File: config.mk
export PLATFORM = sky130hd
export DESIGN_NAME = round_key_arbiter
export DESIGN_NICKNAME = d
export VERILOG_FILES = /design/src/rtl/round_key_arbiter.sv
export SDC_FILE = /design/constraint.sdc
export NUM_CORES = 1
export LEC_CHECK = 0
export ABC_AREA = 0
export BUFFER_PORTS_ARGS = -buffer_cell sky130_fd_sc_hd__buf_4
export CAP_MARGIN = 10
export CORE_MARGIN = 4
export CORE_UTILIZATION = 40
export DETAILED_ROUTE_END_ITERATION = 8
export PLACE_DENSITY = 0.65
export SLEW_MARGIN = 0
export SYNTH_ARGS = -nofsm -noshare
export SYNTH_HDL_FRONTEND = slang
export SYNTH_SLANG_ARGS = --single-unit
File: constraint.sdc
create_clock -name clk -period 2.2 [get_ports clk]
set_input_delay 0.22 -clock clk [delete_from_list [all_inputs] [get_ports clk]]
set_output_delay 0.22 -clock clk [all_outputs]
set_load 0.005 [all_outputs]
File: src/rtl/round_key_arbiter.sv
`default_nettype none
// ============================================================================
//  Module      : round_key_arbiter
//  Description : Owns the single-port 44 x 32-bit round-key store. The key
//                generator writes words and is never stalled. The cipher
//                round engine reads a 128-bit round key once all four of its
//                words have been written, using store cycles left free.
//  Revision    : 1.0 - initial release
// ============================================================================
module round_key_arbiter #(
    parameter int NROUNDS = 11,
    parameter int IDX_W   = 4,
    parameter int BLK_W   = 2
) (
    input  logic                      clk,
    input  logic                      reset_n,
    // key generator (writer)
    input  logic                      kg_start,
    input  logic                      kg_wr_en,
    input  logic [IDX_W-1:0]          kg_index,
    input  logic [BLK_W-1:0]          kg_blk,
    input  logic [31:0]               kg_wdata,
    // cipher round engine (reader)
    input  logic                      ci_req,
    input  logic [IDX_W-1:0]          ci_index,
    output logic                      ci_ack,
    output logic                      ci_err,
    output logic [(32<<BLK_W)-1:0]    ci_rkey,
    // key schedule status
    output logic [NROUNDS-1:0]        ks_valid,
    output logic                      key_ready,
    // round-key store port
    output logic                      mem_en,
    output logic                      mem_we,
    output logic [IDX_W+BLK_W-1:0]    mem_addr,
    output logic [31:0]               mem_wdata,
    input  logic [31:0]               mem_rdata
);

    localparam int               c_WORDS = 1 << BLK_W;
    localparam logic [IDX_W-1:0] c_NR    = IDX_W'(NROUNDS);

    typedef enum logic [2:0] {
        S_IDLE = 3'd0,
        S_WAIT = 3'd1,
        S_READ = 3'd2,
        S_LAST = 3'd3,
        S_ACK  = 3'd4,
        S_ERR  = 3'd5
    } state_t;

    state_t                           r_state;
    logic [NROUNDS-1:0][c_WORDS-1:0]  r_mask;
    logic [NROUNDS-1:0][c_WORDS-1:0]  w_mask_nxt;
    logic [NROUNDS-1:0]               w_valid_nxt;
    logic                             w_req_valid_nxt;
    logic                             w_issue;
    logic [BLK_W-1:0]                 r_cnt;
    logic                             r_rd_pend;
    logic [BLK_W-1:0]                 r_wptr;
    logic [c_WORDS-1:0][31:0]         r_rkey;
    logic                             r_ci_ack;
    logic                             r_ci_err;

    // Mask update for this cycle: a new key load clears first, then the
    // word written in the same cycle (if in range) is marked present.
    always_comb begin
        w_mask_nxt = r_mask;
        if (kg_start) begin
            w_mask_nxt = '0;
        end
        if (kg_wr_en && (kg_index < c_NR)) begin
            w_mask_nxt[kg_index][kg_blk] = 1'b1;
        end
    end

    generate
        for (genvar g = 0; g < NROUNDS; g++) begin : g_valid
            assign ks_valid[g]    = &r_mask[g];
            assign w_valid_nxt[g] = &w_mask_nxt[g];
        end
    endgenerate

    // The FSM looks at next-cycle validity so a round completed by this
    // cycle's write (and invalidated by this cycle's kg_start) is honoured
    // without an extra cycle of delay.
    assign w_req_valid_nxt = (ci_index < c_NR) ? w_valid_nxt[ci_index] : 1'b0;

    // Reader only issues in cycles the writer leaves free; an abort cycle
    // never issues.
    assign w_issue   = (r_state == S_READ) && !kg_wr_en && !kg_start;

    assign key_ready = &ks_valid;
    assign mem_en    = kg_wr_en | w_issue;
    assign mem_we    = kg_wr_en;
    assign mem_addr  = kg_wr_en ? {kg_index, kg_blk} : {ci_index, r_cnt};
    assign mem_wdata = kg_wdata;
    assign ci_ack    = r_ci_ack;
    assign ci_err    = r_ci_err;
    assign ci_rkey   = r_rkey;

    // Per-round word-present masks.
    always_ff @(posedge clk or negedge reset_n) begin
        if (!reset_n) begin
            r_mask <= '0;
        end else begin
            r_mask <= w_mask_nxt;
        end
    end

    // Request FSM, read-data capture and registered handshake pulses.
    always_ff @(posedge clk or negedge reset_n) begin
        if (!reset_n) begin
            r_state   <= S_IDLE;
            r_cnt     <= '0;
            r_rd_pend <= 1'b0;
            r_wptr    <= '0;
            r_rkey    <= '0;
            r_ci_ack  <= 1'b0;
            r_ci_err  <= 1'b0;
        end else begin
            r_ci_ack  <= 1'b0;
            r_ci_err  <= 1'b0;
            r_rd_pend <= w_issue;
            r_wptr    <= r_cnt;
            // Word 0 sits in the top slice, so slot index is the inverted pointer.
            if (r_rd_pend) begin
                r_rkey[~r_wptr] <= mem_rdata;
            end
            case (r_state)
                S_IDLE: begin
                    if (ci_req) begin
                        r_cnt <= '0;
                        if (ci_index >= c_NR) begin
                            r_state  <= S_ERR;
                            r_ci_err <= 1'b1;
                        end else if (w_req_valid_nxt) begin
                            r_state <= S_READ;
                        end else begin
                            r_state <= S_WAIT;
                        end
                    end
                end
                S_WAIT: begin
                    r_cnt <= '0;
                    if (w_req_valid_nxt) begin
                        r_state <= S_READ;
                    end
                end
                S_READ: begin
                    if (kg_start) begin
                        r_state <= S_WAIT;
                        r_cnt   <= '0;
                    end else if (w_issue) begin
                        r_cnt <= r_cnt + 1'b1;
                        if (&r_cnt) begin
                            r_state <= S_LAST;
                        end
                    end
                end
                S_LAST: begin
                    if (kg_start) begin
                        r_state <= S_WAIT;
                        r_cnt   <= '0;
                    end else begin
                        r_state  <= S_ACK;
                        r_ci_ack <= 1'b1;
                    end
                end
                S_ACK:   r_state <= S_IDLE;
                S_ERR:   r_state <= S_IDLE;
                default: r_state <= S_IDLE;
            endcase
        end
    end

endmodule
`default_nettype wire

==> reports/results.ini <==
[run_status]
status = completed

[global_routing]
grt_max_degree = 68
overflow = 0
grt_pass1_wl_mm = 33.5
grt_pass1_vias = 6100
grt_util_all_layers_pct = 19.0
antenna_found_initial = 0

[pwr]
switching_share_pct = 27.1
power_frac_seq_pct = 46.4
power.leakage_nw = 4.79
p_clk_share_pct = 36.2
combPwrFrac_pct = 17.3
ir_drop_mv = 0.539
internal-power_w = 0.00629
power_density_mw_per_mm2 = 831
p_switching_w = 0.00233

[yosys]
synthDistinctLibCells = 59
synth_commonest_cells = 182 x dfrtp_1, 137 x mux2_2, 37 x buf_4, 37 x nand2_1, 27 x inv_1
ys_seq_area_share_pct = 56.5
netlist_area_mm2 = 0.00806
synthTopCellsByArea = dfrtp_1 56%, mux2_2 19%, buf_4 3.4%, a22o_1 2.3%, nand2_1 1.7%
postSynthCellCount = 631
yosysTopAreaCell = dfrtp_1
syn-num-nets = 711
synth-edff-count = 0
synth_warnings = 0
synth_ff_type = dfrtp_1
avgSynthCellArea_um2 = 12.8
synth-seq-cells = 182
yosys.area.top_type_share_pct = 56.5
yosysMostFrequentCell = dfrtp_1
ys_async_sr_fraction_pct = 100

[final_layout]
area_growth_pct = 28.7
final_cells = 1083
fillers = 1715
ff_latch_area_mm2 = 0.00455
finish.utilization_pct = 52.8
drive_above_1_share_pct = 50.0
multi_input_area_mm2 = 0.00299
stdcell_area_mm2 = 0.0104
n_antenna_cell = 0
fin_nets = 885

[route]
vias = 5847
wl_mm = 21.7
first_pass_iters = 5
vias_per_cell = 5.40
drc = 0
drtIter0Drc = 342
antenna_left = 0
wl_per_cell_um = 20.0

[cts]
cts_tree = yes
cts_resized = 0
clock-sinks = 182
cts_htree_levels = 4
clk_pin_slew_worst_paths_ns = 0.09
root_buffer = clkbuf_16
max-clock-path-buffers = 2
cts_buffers = 17
clkLatencyLatePin_ns = 0.44

[sta]
fmax_ghz = 0.497
fin_crit_sh_pct = 91.5
finalHoldViolations = 0
setup_violations = 0
min_period_ns = 2.01
finClkSkew_ns = 0.0224
slew_headroom_pct = 51.5
worst_pin_slew_ns = 0.710
grt_setup_unrepaired = no
final_max_slew_viol_count = 0
fin_setup_tns_ns = 0

[run]
maxCapViolations = 0

[worst_setup_path]
critPathLaunch = r_mask[23]
cp_max_fo = 3
regToRegStartpoint = r_mask[25]
path_class = register to output port
arrival_ns = 1.79
reg2reg_depth = 6
r2r-end = r_state[1]
cp.required_ns = 1.98
cp-endpoint = key_ready
crit_path_start_kind = register
r2r_setup_slack_ns = 0.30
endpoint_kind = output port

[placement]
postPlaceCellArea_mm2 = 0.00975
place_inst = 1050
gp_congestion = 0.921
portBuffers = 196
dpl.hpwl_mm = 15.8

[floorplan]
core_area_mm2 = 0.0197
die_w_um = 150
std_cell_rows = 51
die_h_um = 150
fp.dieArea_mm2 = 0.0225
pin_count = 261
initial_utilization_pct = 41.0

[worst_hold_path]
hp-class = input pin to register
min_from = ci_req

-- worst min-delay path by stage --
stage | cells past startpoint | end
2_1_floorplan | 0 | ci_ack
3_3_place_gp | 1 | ci_rkey[68]
3_5_place_dp | 1 | ci_rkey[4]
4_1_cts | 2 | ci_err
5_1_grt | 2 | ci_err
6_report | 2 | ci_err
-- flip-flops by register name (all words and copies together), names as in the netlist --
| name | flops |
|---|---|
| r_state | 3 |
| r_cnt | 2 |
| r_rd_pend | 1 |
| ci_rkey | 128 |
| r_wptr | 2 |
| r_mask | 44 |
| ci_err | 1 |
| ci_ack | 1 |
-- cell families after synthesis --
kind of cell,Yosys count,share of synthesized area [%]
multiplexers,137,19.1
buffers and inverters,98,6.61
adder cells (fa/ha/maj),1,0.155
flip-flops,182,56.5
AND/OR/NAND/NOR,119,9.33
AO/OA/AOI/OAI,94,8.29
-- placed cells by master (no fill, tap or decap), drive strengths merged, types with 8 or more instances in the layout --
| cell type | synthesis | routed |
|---|---|---|
| nand2 | 37 | 37 |
| clkbuf | 17 | 17 |
| dfrtp | 182 | 182 |
| buf | 54 | 225 |
| mux2 | 137 | 137 |
| nor2 | 12 | 12 |
| o21ai | 25 | 25 |
| inv | 27 | 33 |
| a22o | 21 | 21 |
| a21oi | 16 | 16 |
| clkinv | 0 | 8 |
| nand3 | 9 | 9 |
| nor3 | 8 | 8 |
-- power groups by stage --
stage	Clock [W]	Sequential [W]	Combinational, W
floorplan	0	0.00405	0.000578
global placement	0	0.00404	0.00148
detailed placement	0	0.00407	0.00152
CTS	0.00319	0.00400	0.00152
global route	0.00334	0.00405	0.00163
finish	0.00312	0.00400	0.00149
-- per-stage QoR --
step           hold slack, ns  power [W]  setup WS [ns]
2_1_floorplan         -0.0756    0.00462          0.494
3_3_place_gp            0.260    0.00552          0.132
3_5_place_dp            0.270    0.00558          0.120
4_1_cts                0.0112    0.00872          0.156
5_1_grt                0.0160    0.00902         0.0873
6_report               0.0226    0.00862          0.188
-- repair_timing --
| action | CTS | global route |
|---|---|---|
| setup buffers | 0 | 0 |
| hold buffers | 1 | 0 |
| endpoints found under the hold margin | 62 | 0 |
-- area by class of cell --
type / count / area share [%]
Multi-Input combinational cell: 351 / 28.8
Clock inverter: 15 / 1.82
Sequential cell: 182 / 43.9
Timing Repair Buffer: 226 / 17.3
Inverter: 27 / 0.977
Tap cell: 265 / 3.20
Clock buffer: 17 / 4.10
-- per-layer routing --
metal	global-route usage, %	routed length [um]	vias to the layer above
met5	0	0	-
met3	4.03	1460	72
met4	7.09	615	0
met1	24.0	9190	2917
li1	-	-	2579
met2	32.0	10400	279
-- critical path, cell delays in order (launching register included) --
cell	delay [ns]
dfrtp_1	0.36
inv_1	0.06
nor3_1	0.31
nand4_1	0.22
nor3_1	0.26
buf_4	0.15
(Power assumes the default switching activity.)
